--- config.mk ---
export PLATFORM = sky130hd
export DESIGN_NAME = fd_stage_reg
export DESIGN_NICKNAME = d
export VERILOG_FILES = /design/src/rtl/fd_stage_reg_pkg.sv /design/src/rtl/fd_perf_cnt.sv /design/src/rtl/fd_stage_reg.sv
export SDC_FILE = /design/constraint.sdc
export NUM_CORES = 1
export LEC_CHECK = 0
export CORE_ASPECT_RATIO = 2
export CORE_UTILIZATION = 41
export CTS_CLUSTER_SIZE = 24
export DETAILED_ROUTE_END_ITERATION = 8
export GPL_TIMING_DRIVEN = 0
export HOLD_SLACK_MARGIN = 0.06
export PLACE_DENSITY = 0.94
export SLEW_MARGIN = 10
export SYNTH_ARGS = -nofsm -noshare
export SYNTH_HDL_FRONTEND = slang
export SYNTH_HIERARCHICAL = 1
export SYNTH_SLANG_ARGS = --single-unit
--- constraint.sdc ---
create_clock -name clk -period 6.65 [get_ports clk]
set_input_delay 1.6625 -clock clk [delete_from_list [all_inputs] [get_ports clk]]
set_output_delay 1.6625 -clock clk [all_outputs]
set_load 0.005 [all_outputs]
--- src/rtl/fd_stage_reg_pkg.sv ---
// Shared constants for the fetch/decode boundary: exception codes, the nop
// encoding, default reset/exception-entry PCs, the text segment bounds used
// by fetch, and the update-priority selector used by the stage register.
package fd_stage_reg_pkg;

  localparam logic [4:0]  EXC_NONE          = 5'd0;
  localparam logic [4:0]  EXC_ADEL          = 5'd4;
  localparam logic [31:0] NOP               = 32'h0000_0000;
  localparam logic [31:0] EXC_ENTRY_DEFAULT = 32'h0000_4180;
  localparam logic [31:0] RESET_PC_DEFAULT  = 32'h0000_3000;
  localparam logic [31:0] TEXT_BASE         = 32'h0000_3000;
  localparam logic [31:0] TEXT_LIMIT        = 32'h0000_6FFF;
  localparam logic [31:0] CNT_MAX           = 32'hFFFF_FFFF;

  typedef enum logic [2:0] {
    UPD_RESET,
    UPD_REQ,
    UPD_HOLD,
    UPD_FLUSH,
    UPD_LOAD
  } upd_e;

  // reset > req > stall > flush > load; a flush seen during a stall is
  // dropped because the hazard unit re-asserts it once the stall clears.
  function automatic upd_e sel_update(input logic reset, input logic req,
                                      input logic stall, input logic flush);
    if (reset)      return UPD_RESET;
    else if (req)   return UPD_REQ;
    else if (stall) return UPD_HOLD;
    else if (flush) return UPD_FLUSH;
    else            return UPD_LOAD;
  endfunction

endpackage

--- src/rtl/fd_perf_cnt.sv ---
// Pair of 32-bit saturating event counters for the fetch/decode register:
// stall cycles and bubble insertions.
module fd_perf_cnt
  import fd_stage_reg_pkg::*;
(
  input  logic        clk,
  input  logic        reset,
  input  logic        inc_stall,
  input  logic        inc_bubble,
  output logic [31:0] stall_cnt,
  output logic [31:0] bubble_cnt
);

  // Count enabled events, sticking at all-ones instead of wrapping.
  always_ff @(posedge clk) begin
    if (reset) begin
      stall_cnt  <= '0;
      bubble_cnt <= '0;
    end else begin
      if (inc_stall && (stall_cnt != CNT_MAX))
        stall_cnt <= stall_cnt + 32'd1;
      if (inc_bubble && (bubble_cnt != CNT_MAX))
        bubble_cnt <= bubble_cnt + 32'd1;
    end
  end

endmodule

--- src/rtl/fd_stage_reg.sv ---
// Fetch-to-decode pipeline register. Captures PC, instruction, fetch address
// error and delay-slot flag, and applies the reset/req/stall/flush rules.
// Optional feature: define FD_PERF_EN to add stall and bubble counters.
module fd_stage_reg
  import fd_stage_reg_pkg::*;
#(
  parameter logic [31:0] EXC_ENTRY = EXC_ENTRY_DEFAULT,
  parameter logic [31:0] RESET_PC  = RESET_PC_DEFAULT
) (
  input  logic        clk,
  input  logic        reset,
  input  logic        req,
  input  logic        stall,
  input  logic        flush,
  input  logic [31:0] f_pc,
  input  logic [31:0] f_instr,
  input  logic        f_ex_adel,
  input  logic        f_bd,
  output logic [31:0] d_pc,
  output logic [31:0] d_instr,
  output logic [4:0]  d_exccode,
  output logic        d_bd,
  output logic        d_valid
`ifdef FD_PERF_EN
  ,
  output logic [31:0] d_stall_cnt,
  output logic [31:0] d_bubble_cnt
`endif
);

  upd_e upd;

  // Resolve which of the competing update sources owns this edge.
  always_comb begin
    upd = sel_update(reset, req, stall, flush);
  end

  // Stage register. A faulting fetch still enters decode as a valid slot,
  // with its PC and bd kept so CP0 can form the right EPC.
  always_ff @(posedge clk) begin
    case (upd)
      UPD_RESET: begin
        d_pc      <= RESET_PC;
        d_instr   <= NOP;
        d_exccode <= EXC_NONE;
        d_bd      <= 1'b0;
        d_valid   <= 1'b0;
      end
      UPD_REQ: begin
        d_pc      <= EXC_ENTRY;
        d_instr   <= NOP;
        d_exccode <= EXC_NONE;
        d_bd      <= 1'b0;
        d_valid   <= 1'b0;
      end
      UPD_FLUSH: begin
        d_pc      <= f_pc;
        d_instr   <= NOP;
        d_exccode <= EXC_NONE;
        d_bd      <= 1'b0;
        d_valid   <= 1'b0;
      end
      UPD_LOAD: begin
        d_pc      <= f_pc;
        d_instr   <= f_ex_adel ? NOP : f_instr;
        d_exccode <= f_ex_adel ? EXC_ADEL : EXC_NONE;
        d_bd      <= f_bd;
        d_valid   <= 1'b1;
      end
      default: begin
        d_pc      <= d_pc;
        d_instr   <= d_instr;
        d_exccode <= d_exccode;
        d_bd      <= d_bd;
        d_valid   <= d_valid;
      end
    endcase
  end

`ifdef FD_PERF_EN
  logic inc_stall;
  logic inc_bubble;

  assign inc_stall  = (upd == UPD_HOLD);
  assign inc_bubble = (upd == UPD_REQ) || (upd == UPD_FLUSH);

  fd_perf_cnt u_perf_cnt (
    .clk        (clk),
    .reset      (reset),
    .inc_stall  (inc_stall),
    .inc_bubble (inc_bubble),
    .stall_cnt  (d_stall_cnt),
    .bubble_cnt (d_bubble_cnt)
  );
`endif

endmodule

==> results of run 1 <==
## power by group
part / total (mW) / internal [mW] / switching [mW]
registers: 0.495 / 0.488 / 0.00638
clock network: 0.500 / 0.326 / 0.174
logic: 0.116 / 0.0811 / 0.0347
total: 1.11 / 0.896 / 0.215
## per-stage QoR
stage | power, mW | util [%] | setup WS (ns) | hold WS, ns | cell area [um2]
after CTS | 1.12 | 72.6 | 3.48 | 1.97 | 4400
after global routing | 1.14 | 72.6 | 3.40 | 1.98 | 4400
final | 1.11 | 72.6 | 3.48 | 1.98 | 4400
after detailed placement | 0.620 | 67.3 | 3.12 | 2.32 | 4080
after floorplan | 0.525 | - | 3.09 | 1.85 | 2590
after global placement | 0.616 | 67.2 | 1.96 | 2.32 | 4070
## sequential cells by signal (all words and copies together), names as in the netlist
name,count
d_pc,32
d_valid,1
d_bd,1
d_instr,32
d_exccode,1
## cell families (layout without fill, tap and decap cells)
family | count (synthesis) | in the layout | synth area share (%)
AO/OA/AOI/OAI | 5 | 5 | 1.16
buffers and inverters | 14 | 167 | 3.49
other | 1 | 4 | 0.145
flip-flops | 67 | 67 | 77.9
AND/OR/NAND/NOR | 70 | 70 | 17.3
## placed cells by master (no fill, tap or decap)
master and n:
nor2_1 3, a21oi_1 3, clkdlybuf4s50_1 137, nand2b_1 3, and2_1 29, and3_1 32, clkinv_2 1, clkinv_4 1
clkinv_1 1, nand2_4 1, conb_1 4, edfxtp_1 67, bufinv_16 2, nor4_4 1, clkbuf_1 5, clkinvlp_4 2
o21bai_1 2, buf_6 3, nor3_2 1, clkbuf_16 9, inv_1 2, buf_4 4
## layout make-up
| cell class | instances | share of cell area, % |
|---|---|---|
| flip-flops and latches | 67 | 45.8 |
| repair buffers | 137 | 31.2 |
| multi-input cells | 79 | 11.4 |
| clock buffers | 9 | 5.12 |
| well taps | 84 | 2.39 |
| clock inverters | 7 | 2.11 |
| plain buffers | 12 | 1.88 |
| inverters | 2 | 0.171 |
## metal layers
metal / GRT usage, % / up-vias
li1: - / 867
met1: 17.3 / 841
met2: 35.7 / 90
met3: 8.93 / 19
met4: 13.3 / 0
met5: 0 / -
## path summary, 6_finish.rpt
kind,to,startpoint,slack [ns],cells after the start
min,d_pc[0],f_pc[0],1.98,2
max,d_instr[23],reset,3.48,3
==> impl_results.md, run 1 <==
- Clock Tree Buf Depth: 2
- Status: completed
- Crit path max-delay cell type: clkdlybuf4s50_1
- Resized cells post-CTS: 0
- Via-per-instance ratio: 4.58
- Crit path DAT: 3.13 ns
- Main synth FF type: edfxtp_1
- Die Y: 114 um
- FFs w/ async S/R, synth: 0%
- Number of routed nets with antenna violations: 0
- Crit-path max FO: 67
- Number of global-route vias before repair: 1952
- Synth area leader: edfxtp_1
- CP delay by family, top: simple AND/OR/NAND/NOR gates
- Worst path cell trace: clkdlybuf4s50_1 -> nor2_1 -> nand2_4
- Critical Path RT: 6.61 ns
- Clock Root Buffer: clkbuf_16
- WP buf/inv: 1
- # DRC: 0
- Register area share after synthesis: 77.9%
- Drt initial violations: 32
- Max-Cap Viols: 0
- Detailed-placement wirelength estimate: 4540 um
- DR WL met2: 3500 um
- Metal-1 WL: 1860 um
- RSZ-0062 raised after global routing: false
- Synth top cells by count: edfxtp_1 (67), and3_1 (32), and2_1 (29)
- Global Route Usage Sum: 20.1%
- Setup crit end kind: flop
- Slew headroom: 43.6%
- #FFs+latches synth: 67
- Final nets: 379
- GPL Wtd Cong: 0.689
- Final hold violations: 0
- Post-CTS Setup Repair Bufs: 0
- Gr ovfl total: 0
- Post-Syn Area: 2580 um2
- Synth top area cells: edfxtp_1 (78%), and3_1 (7.8%), and2_1 (7.0%)
- DRT Pass-1 Iters: 4
- Count leader, synth: edfxtp_1
- Vias: 1817
- Pwr dens: 253 nW/um2
- Top Ports: 142
- Core Area: 6060 um2
- Hold/Removal Path Class: in2reg
- Top sig layer: met4
- DIE WIDTH: 58.1 um
- Max VDD drop: 0.183 mV
- Worst path max stage delay: 0.67 ns
- Reg area: 2010 um2
- Synth Area per Inst: 16.4 um2
- Slew @ Worst Pin: 0.847 ns
- Wire length per cell: 15.3 um
- CTS tree: done
- Pleak: 1.81 nW
- Final setup vio count: 0
- Startpoint Class: input pin
- WL met3: 484 um
- Clock period minus worst slack: 3.17 ns
- Initial core utilization: 42.6%
- First-pass GRT wire length: 9260 um
- Setup TNS: 0 ns
- Final max-slew violation count: 0
- Synth cell types: 15
- Sink Count: 67
- Routed Wire Length: 6090 um
- PortBufs: 137
- Fin crit share: 47.7%
- DIE AREA: 6640 um2
- CTS buffer count: 9
- Yosys top cell area share: 77.9%
- Synth Warn #: 6
- H-tree Lvls: 3
- Post-synth EDFFs: 67
- Post-Synthesis Cells: 157
- Fill cell count: 404
- Peak Freq: 316 MHz
- Initial antenna violation count: 0
- Area grow syn2layout: 70.2%
- Cts hold-fix bufs: 0
- Layout cell share with drive strength beyond 1: 7.99%
- Largest net degree at the start of global routing: 68
- Post-Layout Cell Count: 397
- Row cnt: 40
- # diodes: 0
- Placed cell count: 381
- Reg clk slew, reported paths: 0.05 ns
- Crit Path Class: in2reg
- Multi-input gate area: 499 um2
Power figures use the tool's default switching activity.
==> run 2: changes to the inputs <==
--- a/config.mk
+++ b/config.mk
@@ -6,12 +6,12 @@
 export NUM_CORES = 1
 export LEC_CHECK = 0
 export CORE_ASPECT_RATIO = 2
-export CORE_UTILIZATION = 41
+export CORE_UTILIZATION = 35
 export CTS_CLUSTER_SIZE = 24
 export DETAILED_ROUTE_END_ITERATION = 8
 export GPL_TIMING_DRIVEN = 0
 export HOLD_SLACK_MARGIN = 0.06
-export PLACE_DENSITY = 0.94
+export PLACE_DENSITY = 0.87
 export SLEW_MARGIN = 10
 export SYNTH_ARGS = -nofsm -noshare
 export SYNTH_HDL_FRONTEND = slang
==> constraint.sdc (replaced) <==
create_clock -name clk -period 2.6 [get_ports clk]
set_input_delay 0.65 -clock clk [delete_from_list [all_inputs] [get_ports clk]]
set_output_delay 0.65 -clock clk [all_outputs]
set_load 0.005 [all_outputs]
==> impl_results.md, run 2 (same netlist as run 1, synthesis figures left out) <==
- Setup crit end kind: flop
- Wire length per cell: 14.3 um (-6.6%)
- # DRC: 0 (unchanged)
- PortBufs: 137 (unchanged)
- Final setup vio count: 0 (unchanged)
- Hold endpoint: d_pc[27]
- Top Ports: 142 (unchanged)
- Clock Tree Buf Depth: 2 (unchanged)
- Pleak: 1.78 nW (-1.8%)
- Initial core utilization: 35.8% (-6.8 points)
- Area grow syn2layout: 67.5%
- DIE AREA: 7750 um2 (+17%)
- Clock Root Buffer: clkbuf_16
- Resized cells post-CTS: 0 (unchanged)
- Fin util: 60.0% (-13 points)
- Gr ovfl total: 0 (unchanged)
- Layout cell share with drive strength beyond 1: 6.47% (-1.5 points)
- Fin crit share: 84.2%
- Sink Count: 67 (unchanged)
- Hold/Removal Path Class: in2reg
- Largest net degree at the start of global routing: 68 (unchanged)
- Crit-path max FO: 67 (unchanged)
- Critical Path RT: 2.54 ns (-4.07 ns)
- Top Registers: d_instr: 32 flops, d_pc: 32 flops
- H-tree Lvls: 3 (unchanged)
- Commonest non-fill, non-tap cell in the layout: clkdlybuf4s50_1
- Max VDD drop: 0.401 mV (+120%)
- Post-Layout Cell Count: 401 (+1.0%)
- Worst hold start: f_pc[27]
- Initial antenna violation count: 0 (unchanged)
- Cts hold-fix bufs: 0 (unchanged)
- Core Area: 7210 um2 (+19%)
- DRT Pass-1 Iters: 4 (unchanged)
- Final max-slew violation count: 0 (unchanged)
- First-pass GRT wire length: 8540 um (-7.7%)
- Most frequent cells in the layout: clkdlybuf4s50_1 (137), edfxtp_1 (67), and3_1 (32)
- Met2 GRT Util: 26.0% (-9.8 points)
- Final hold violations: 0 (unchanged)
- Final nets: 379 (unchanged)
- Startpoint Class: input pin
- CTS tree: done
- CTS buffer count: 9 (unchanged)
- Slew headroom: 43.2% (-0.34 points)
- Die Y: 123 um (+8.1%)
- Worst path max stage delay: 0.67 ns (about the same)
- Pre-CTS WS: 0.0858 ns (-3.04 ns)
- RSZ-0062 raised after global routing: false
- Detailed-placement wirelength estimate: 4370 um (-3.8%)
- Row cnt: 44 (+10%)
- Clock period minus worst slack: 2.19 ns
- Grt met1 use: 15.3% (-1.9 points)
- Crit path max-delay cell type: clkdlybuf4s50_1
- PnR worst setup slack: 0.411 ns (-3.07 ns)
- Placed cell count: 389 (+2.1%)
- Max-Cap Viols: 0 (unchanged)
- Vias: 1792 (-1.4%)
- Status: completed
- Pwr dens: 590 nW/um2 (+130%)
- Number of routed nets with antenna violations: 0 (unchanged)
- Global Route Usage Sum: 15.4% (-4.8 points)
- Crit Path Class: in2reg
- Peak Freq: 457 MHz
- Worst path cell trace: clkdlybuf4s50_1 -> nor2_1 -> nand2_4
- GPL Wtd Cong: 0.695 (+0.80%)
- # diodes: 0 (unchanged)
- Crit path DAT: 2.13 ns (-1.00 ns)
- Drt initial violations: 71 (+120%)
- Slew @ Worst Pin: 0.852 ns (+0.00509 ns)
- Via-per-instance ratio: 4.47 (-2.4%)
- Met3 Track Usage GR: 5.90% (-3.0 points)
- Number of global-route vias before repair: 1691 (-13%)
- Top Usage Layer GRT: met2
- Worst Hold Depth: 2 (unchanged)
- Post-CTS Setup Repair Bufs: 0 (unchanged)
- Worst Setup SP: reset
- Setup TNS: 0 ns (unchanged)
- Routed Wire Length: 5740 um (-5.7%)
- DIE WIDTH: 62.7 um (+7.9%)
- Reg clk slew, reported paths: 0.05 ns (about the same)
-- run 2: changes by cell type in the layout (fill, tap and decap cells not counted) --
cell	before	now
clkinvlp_4	2	0
clkinv_1	1	0
clkbuf_1	5	7
bufinv_16	2	0
clkinv_4	1	0
-- run 2: worst max-delay path by stage --
stage               slack [ns]          to  cells after the start
floorplan                 0.05        d_bd                      2
global placement         -1.08     d_pc[3]                      2
detailed placement        0.09  d_instr[6]                      3
CTS                       0.42    d_pc[16]                      3
global route              0.26    d_pc[30]                      3
finish                    0.41    d_pc[26]                      3
-- run 2: routing by layer --
metal,routed length [um],vias up
met4,238,0
met3,408,22
li1,-,865
met1,1950,807
met5,0,-
met2,3150,98
-- run 2: layout make-up --
class | instances | area [um2]
flip-flops and latches | 67 | 2010
inverters | 2 | 7.51
well taps | 92 | 115
multi-input cells | 79 | 499
plain buffers | 12 | 82.6
clock inverters | 1 | 5.00
repair buffers | 137 | 1370
fillers | 571 | 2890
clock buffers | 11 | 233
-- run 2: power by group --
group          internal, mW  switching, mW
logic                 0.207         0.0872
clock network         0.619          0.370
registers              1.25         0.0158
-- run 2: stage by stage --
step | power (mW) | hold WS, ns | instance area [um2]
after floorplan | 1.34 | 0.834 | 2590
after global placement | 1.58 | 1.31 | 4080
after detailed placement | 1.58 | 1.31 | 4090
after CTS | 2.58 | 0.971 | 4330
after global routing | 2.64 | 0.976 | 4330
final | 2.55 | 0.983 | 4330
-- run 2: worst max-delay path, delay by kind of cell --
kind | cells | cell delay (ns)
and+or+nand+nor | 2 | 0.74
buffers and inverters | 1 | 0.67
